[src/rtl/hazard_ctrl.sv]
// Pipeline hazard controller: load-use bubbles, branch/jump flushes and
// multi-cycle mul/div stalls, plus a saturating count of PC stall cycles.
module hazard_ctrl #(
    parameter int unsigned MD_LATENCY = 4
) (
    input  logic        Clk,
    input  logic        Reset,
    input  logic [4:0]  ID_Rs,
    input  logic [4:0]  ID_Rt,
    input  logic        ID_UsesRs,
    input  logic        ID_UsesRt,
    input  logic        ID_Jump,
    input  logic        EX_MemRead,
    input  logic [4:0]  EX_Rd,
    input  logic        EX_MulDivStart,
    input  logic        EX_BranchTaken,
    output logic        PC_Stall,
    output logic        IFID_Stall,
    output logic        IDEX_Stall,
    output logic        IFID_Flush,
    output logic        IDEX_Flush,
    output logic        EXMEM_Flush,
    output logic        MD_Busy,
    output logic [31:0] StallCount
);

    typedef enum logic {
        IDLE   = 1'b0,
        MULDIV = 1'b1
    } state_t;

    localparam logic [3:0] CNT_START = 4'(MD_LATENCY - 1);

    state_t      state_q, state_d;
    logic [3:0]  cnt_q, cnt_d;
    logic [31:0] stall_cnt_q, stall_cnt_d;

    logic rs_hit;
    logic rt_hit;
    logic loaduse;

    // Register $zero never carries a real dependency, so it never forces a bubble.
    assign rs_hit  = ID_UsesRs && (ID_Rs == EX_Rd);
    assign rt_hit  = ID_UsesRt && (ID_Rt == EX_Rd);
    assign loaduse = EX_MemRead && (EX_Rd != 5'd0) && (rs_hit || rt_hit);

    always_comb begin
        state_d     = state_q;
        cnt_d       = cnt_q;
        PC_Stall    = 1'b0;
        IFID_Stall  = 1'b0;
        IDEX_Stall  = 1'b0;
        IFID_Flush  = 1'b0;
        IDEX_Flush  = 1'b0;
        EXMEM_Flush = 1'b0;

        if (!Reset) begin
            if (state_q == MULDIV) begin
                PC_Stall    = 1'b1;
                IFID_Stall  = 1'b1;
                IDEX_Stall  = 1'b1;
                EXMEM_Flush = 1'b1;
                // A start request seen here belongs to the op already running.
                if (cnt_q == 4'd1) begin
                    state_d = IDLE;
                    cnt_d   = 4'd0;
                end else begin
                    cnt_d = cnt_q - 4'd1;
                end
            end else if (EX_MulDivStart) begin
                PC_Stall    = 1'b1;
                IFID_Stall  = 1'b1;
                IDEX_Stall  = 1'b1;
                EXMEM_Flush = 1'b1;
                state_d     = MULDIV;
                cnt_d       = CNT_START;
            end else if (EX_BranchTaken) begin
                IFID_Flush = 1'b1;
                IDEX_Flush = 1'b1;
            end else if (loaduse) begin
                // Hold IF/ID and PC, inject a bubble into ID/EX.
                PC_Stall   = 1'b1;
                IFID_Stall = 1'b1;
                IDEX_Flush = 1'b1;
            end else if (ID_Jump) begin
                IFID_Flush = 1'b1;
            end
        end
    end

    always_comb begin
        stall_cnt_d = stall_cnt_q;
        if (PC_Stall && (stall_cnt_q != 32'hFFFF_FFFF)) begin
            stall_cnt_d = stall_cnt_q + 32'd1;
        end
    end

    always_ff @(posedge Clk or posedge Reset) begin
        if (Reset) begin
            state_q     <= IDLE;
            cnt_q       <= 4'd0;
            stall_cnt_q <= 32'd0;
        end else begin
            state_q     <= state_d;
            cnt_q       <= cnt_d;
            stall_cnt_q <= stall_cnt_d;
        end
    end

    assign MD_Busy    = !Reset && (state_q == MULDIV);
    assign StallCount = stall_cnt_q;

endmodule
[config.mk]
export PLATFORM = sky130hd
export DESIGN_NAME = hazard_ctrl
export DESIGN_NICKNAME = d
export VERILOG_FILES = /design/src/rtl/hazard_ctrl.sv
export SDC_FILE = /design/constraint.sdc
export NUM_CORES = 1
export LEC_CHECK = 0
export ABC_AREA = 1
export BUFFER_PORTS_ARGS = -buffer_cell sky130_fd_sc_hd__buf_2
export CAP_MARGIN = 20
export CORE_AREA = 2 2 87 64
export CTS_BUF_LIST = sky130_fd_sc_hd__clkbuf_8
export CTS_CLUSTER_DIAMETER = 40
export CTS_CLUSTER_SIZE = 25
export DETAILED_ROUTE_END_ITERATION = 16
export DIE_AREA = 0 0 89 66
export PLACE_DENSITY = 0.82
export RECOVER_POWER = 100
export SYNTH_ARGS = -nofsm -noshare
export SYNTH_HDL_FRONTEND = slang
export SYNTH_SLANG_ARGS = --single-unit
export TNS_END_PERCENT = 1
[constraint.sdc]
create_clock -name Clk -period 1.9 [get_ports Clk]
set_input_delay 0.285 -clock Clk [delete_from_list [all_inputs] [get_ports Clk]]
set_output_delay 0.285 -clock Clk [all_outputs]
set_load 0.05 [all_outputs]
==> reports/qor.csv <==
stage;metric;value;unit
outcome;status;finished clean;
logic_synthesis;synth.top_cell.area_share;34.0;%
timing;relSlewSlack;34.6;%
clock_network;postCtsHoldBufs;0;
power_and_ir_drop;p_switching;0.945;mW
power_and_ir_drop;totalPowerFinal;2.28;mW
global_route;gr-total-overflow;0;
floorplan;core_region_area;0.00506;mm2
logic_synthesis;yosys.area.top_type;dfrtp_1;
placement;placed_cell_area;0.00315;mm2
cells_and_area;area.growth.synth_to_final;18.9;%
logic_synthesis;yosysUniqueCellTypes;26;
placement;port_buffers;61;
power_and_ir_drop;share_seq_of_total_power;43.0;%
cells_and_area;final_cells;566;
critical_path;arrival;1.60;ns
cells_and_area;fin_area;0.00324;mm2
drt;routed_wirelength;7.72;mm
clock_network;cts_setup_buffers;0;
logic_synthesis;synth_seq_area_share;34.0;%
timing;fin_crit_sh;99.4;%
drt;avgRoutedWirePerCell;13.6;um
power_and_ir_drop;combPwrFrac;32.6;%
floorplan;die_w;89;um
critical_path;critPathMaxFanout;12;
logic_synthesis;synth-seq-cells;37;
power_and_ir_drop;p_int;1.33;mW
logic_synthesis;yosysWarnings;0;
floorplan;ios;62;
power_and_ir_drop;power.density;705;mW/mm2
clock_network;cts_sinks;37;
logic_synthesis;synth_edf_count;0;
clock_network;cts-root-buf;clkbuf_8;
cells_and_area;layout-drive-gt1-share;13.4;%
critical_path;critical_path_required;1.62;ns
critical_path;crit_type;flop to output port;
critical_path;endpoint_kind;output port;
timing;rsz0062_at_grt;true;
power_and_ir_drop;power_leakage;1.67;nW
timing;whs;0.386;ns
clock_network;cts_tree;done;
job;max_cap_violations;0;
clock_network;cts.clk_slew.worst_paths;0.07;ns
global_route;grt_util_all_layers;28.7;%
floorplan;rows;22;
drt;drtIter0Drc;248;
drt;route.detailed.drc;0;
global_route;grt_pass1_wl;13.1;mm
logic_synthesis;ys.flop_type;dfrtp_1;
timing;fmax;0.530;GHz
placement;gp_congestion;0.971;
logic_synthesis;netlist_area;0.00272;mm2
logic_synthesis;synthCells;425;
floorplan;die_area;0.00587;mm2
global_route;grt_max_degree;39;
drt;via_count;2945;
power_and_ir_drop;peakVddDrop;0.460;mV
logic_synthesis;syn_avg_cell_area;6.40;um2
timing;hold_violations;0;
drt;routed_via_density;5.20;
drt;ant_nets;0;
clock_network;clock_latency;0.30;ns
clock_network;h-tree-depth;2;
power_and_ir_drop;p_clk_share;24.4;%
clock_network;cts_buffer_depth;2;
timing;finalCriticalPeriod;1.89;ns
critical_path;cp-start-kind;flop;
floorplan;start_util;53.7;%
logic_synthesis;netlist_top_cells_area;dfrtp_1, nand2_1, nand3_1, nor2_1, inv_1;
logic_synthesis;synthArstFlopShare;100;%
cells_and_area;final_nets;519;
global_route;antenna_found_initial;0;
logic_synthesis;syn-num-nets;451;
drt;drt-pass1-iter-count;5;
min_path;hp-class;input port to async pin;
global_route;grt_pass1_vias;2790;
floorplan;die_y;66;um
timing;slew_violations;0;
timing;worst_slew_pin_slew;0.981;ns
timing;finClkSkew;0.00510;ns
placement;place_hpwl;5.81;mm
cells_and_area;antenna_cells;0;
timing;setup_viol;0;
power_and_ir_drop;swShare;41.5;%
clock_network;cts_buffers;5;
placement;dpl.cell_count;558;
[sequential cells by signal, summed over array words and instances, names as in the netlist]
| signal | count |
|---|---|
| state_q | 1 |
| cnt_q | 4 |
| StallCount | 32 |
[kinds of logic (layout without fill, tap and decap cells)]
kind of cell,after synthesis,in the layout,share of synthesized area (%)
AO/OA/AOI/OAI,10,10,2.02
flip-flops,37,37,34.0
buffers and inverters,56,125,9.10
adder cells (fa/ha/maj),3,3,1.38
AND/OR/NAND/NOR,300,300,47.4
XOR/XNOR,19,19,6.11
[cell usage after synthesis (2+ instances only)]
master / instances
nand2_1: 174
nand2_2: 3
xor2_1: 13
nor3_1: 10
nand4_1: 6
xnor2_1: 6
dfrtp_1: 37
buf_2: 6
buf_4: 2
nand3_1: 46
o21ai_0: 4
nand3b_1: 9
inv_1: 44
ha_1: 3
a21oi_1: 4
nor4_1: 2
nor2_1: 45
buf_6: 3
[stage by stage]
| stage | TNS (ns) | util [%] | worst slack (ns) |
|---|---|---|---|
| final | 0 | 63.9 | 0.0122 |
| after global routing | -0.303 | 63.9 | -0.0820 |
| after CTS | 0 | 64.0 | 0.0450 |
| after detailed placement | 0 | 62.2 | 0.0789 |
| after global placement | 0 | 62.2 | 0.140 |
| after floorplan | -1.20 | - | -0.0461 |
[final timing paths]
path                                               to  depth (start not counted)                        from  slack, ns
max                                        IFID_Stall                          5         state_q$_DFFE_PP0N_       0.01
max reg2reg                StallCount[31]$_DFFE_PP0P_                          9   StallCount[3]$_DFFE_PP0P_       0.12
min reg2reg                StallCount[12]$_DFFE_PP0P_                          2  StallCount[12]$_DFFE_PP0P_       0.55
min in group Clk                 cnt_q[0]$_DFFE_PP0P_                          3                       Reset       0.39
min                               state_q$_DFFE_PP0N_                          3                       Reset       0.39
max in group asynchronous  StallCount[13]$_DFFE_PP0P_                          3                       Reset       0.84
[layout by cell type (no fill, tap or decap), drive strengths merged]
cell type / netlist / final
ha: 3 / 3
nor4: 2 / 2
a22oi: 1 / 1
o21bai: 1 / 1
xor2: 13 / 13
nand3: 47 / 47
o21ai: 4 / 4
clkinvlp: 0 / 1
inv: 45 / 45
nor2: 46 / 46
nand4: 6 / 6
xnor2: 6 / 6
nand3b: 9 / 9
clkinv: 0 / 2
nor3: 11 / 11
clkbuf: 0 / 41
dfrtp: 37 / 37
nand2: 178 / 178
a21oi: 4 / 4
buf: 11 / 36
nor3b: 1 / 1
[layer usage]
metal | global-route usage (%) | part of all wire [%]
met5 | 0 | 0
met1 | 41.4 | 47
met2 | 43.2 | 43
met3 | 6.49 | 9.2
met4 | 7.46 | 1.2
[power groups by stage]
| stage | Combinational (mW) | Sequential [mW] | Clock [mW] |
|---|---|---|---|
| 3_5_place_dp | 0.732 | 0.976 | 0 |
| 4_1_cts | 0.738 | 0.962 | 0.554 |
| 6_report | 0.743 | 0.981 | 0.555 |
| 2_1_floorplan | 0.384 | 1.13 | 0 |
| 5_1_grt | 0.812 | 0.992 | 0.597 |
| 3_3_place_gp | 0.715 | 0.970 | 0 |
[final cells by class]
type                            instances  area [um2]
Sequential cell                        37         932
Fill cell                             485        1830
Timing Repair Buffer                   72         363
Multi-Input combinational cell        332        1600
Clock inverter                          3        13.8
Tap cell                               72        90.1
Inverter                               45         170
Clock buffer                            5        68.8
[worst max-delay path, stage by stage (launching register included)]
cell and delay (ns):
dfrtp_1 0.36, inv_1 0.12, a21oi_4 0.25, inv_1 0.15
nand2_4 0.19, buf_4 0.24
[timing repair]
action	CTS	global route
pin swaps	0	1
gates resized for setup	3	9
setup endpoints to repair	2	33
No activity file was read; power rests on OpenSTA's default activity.
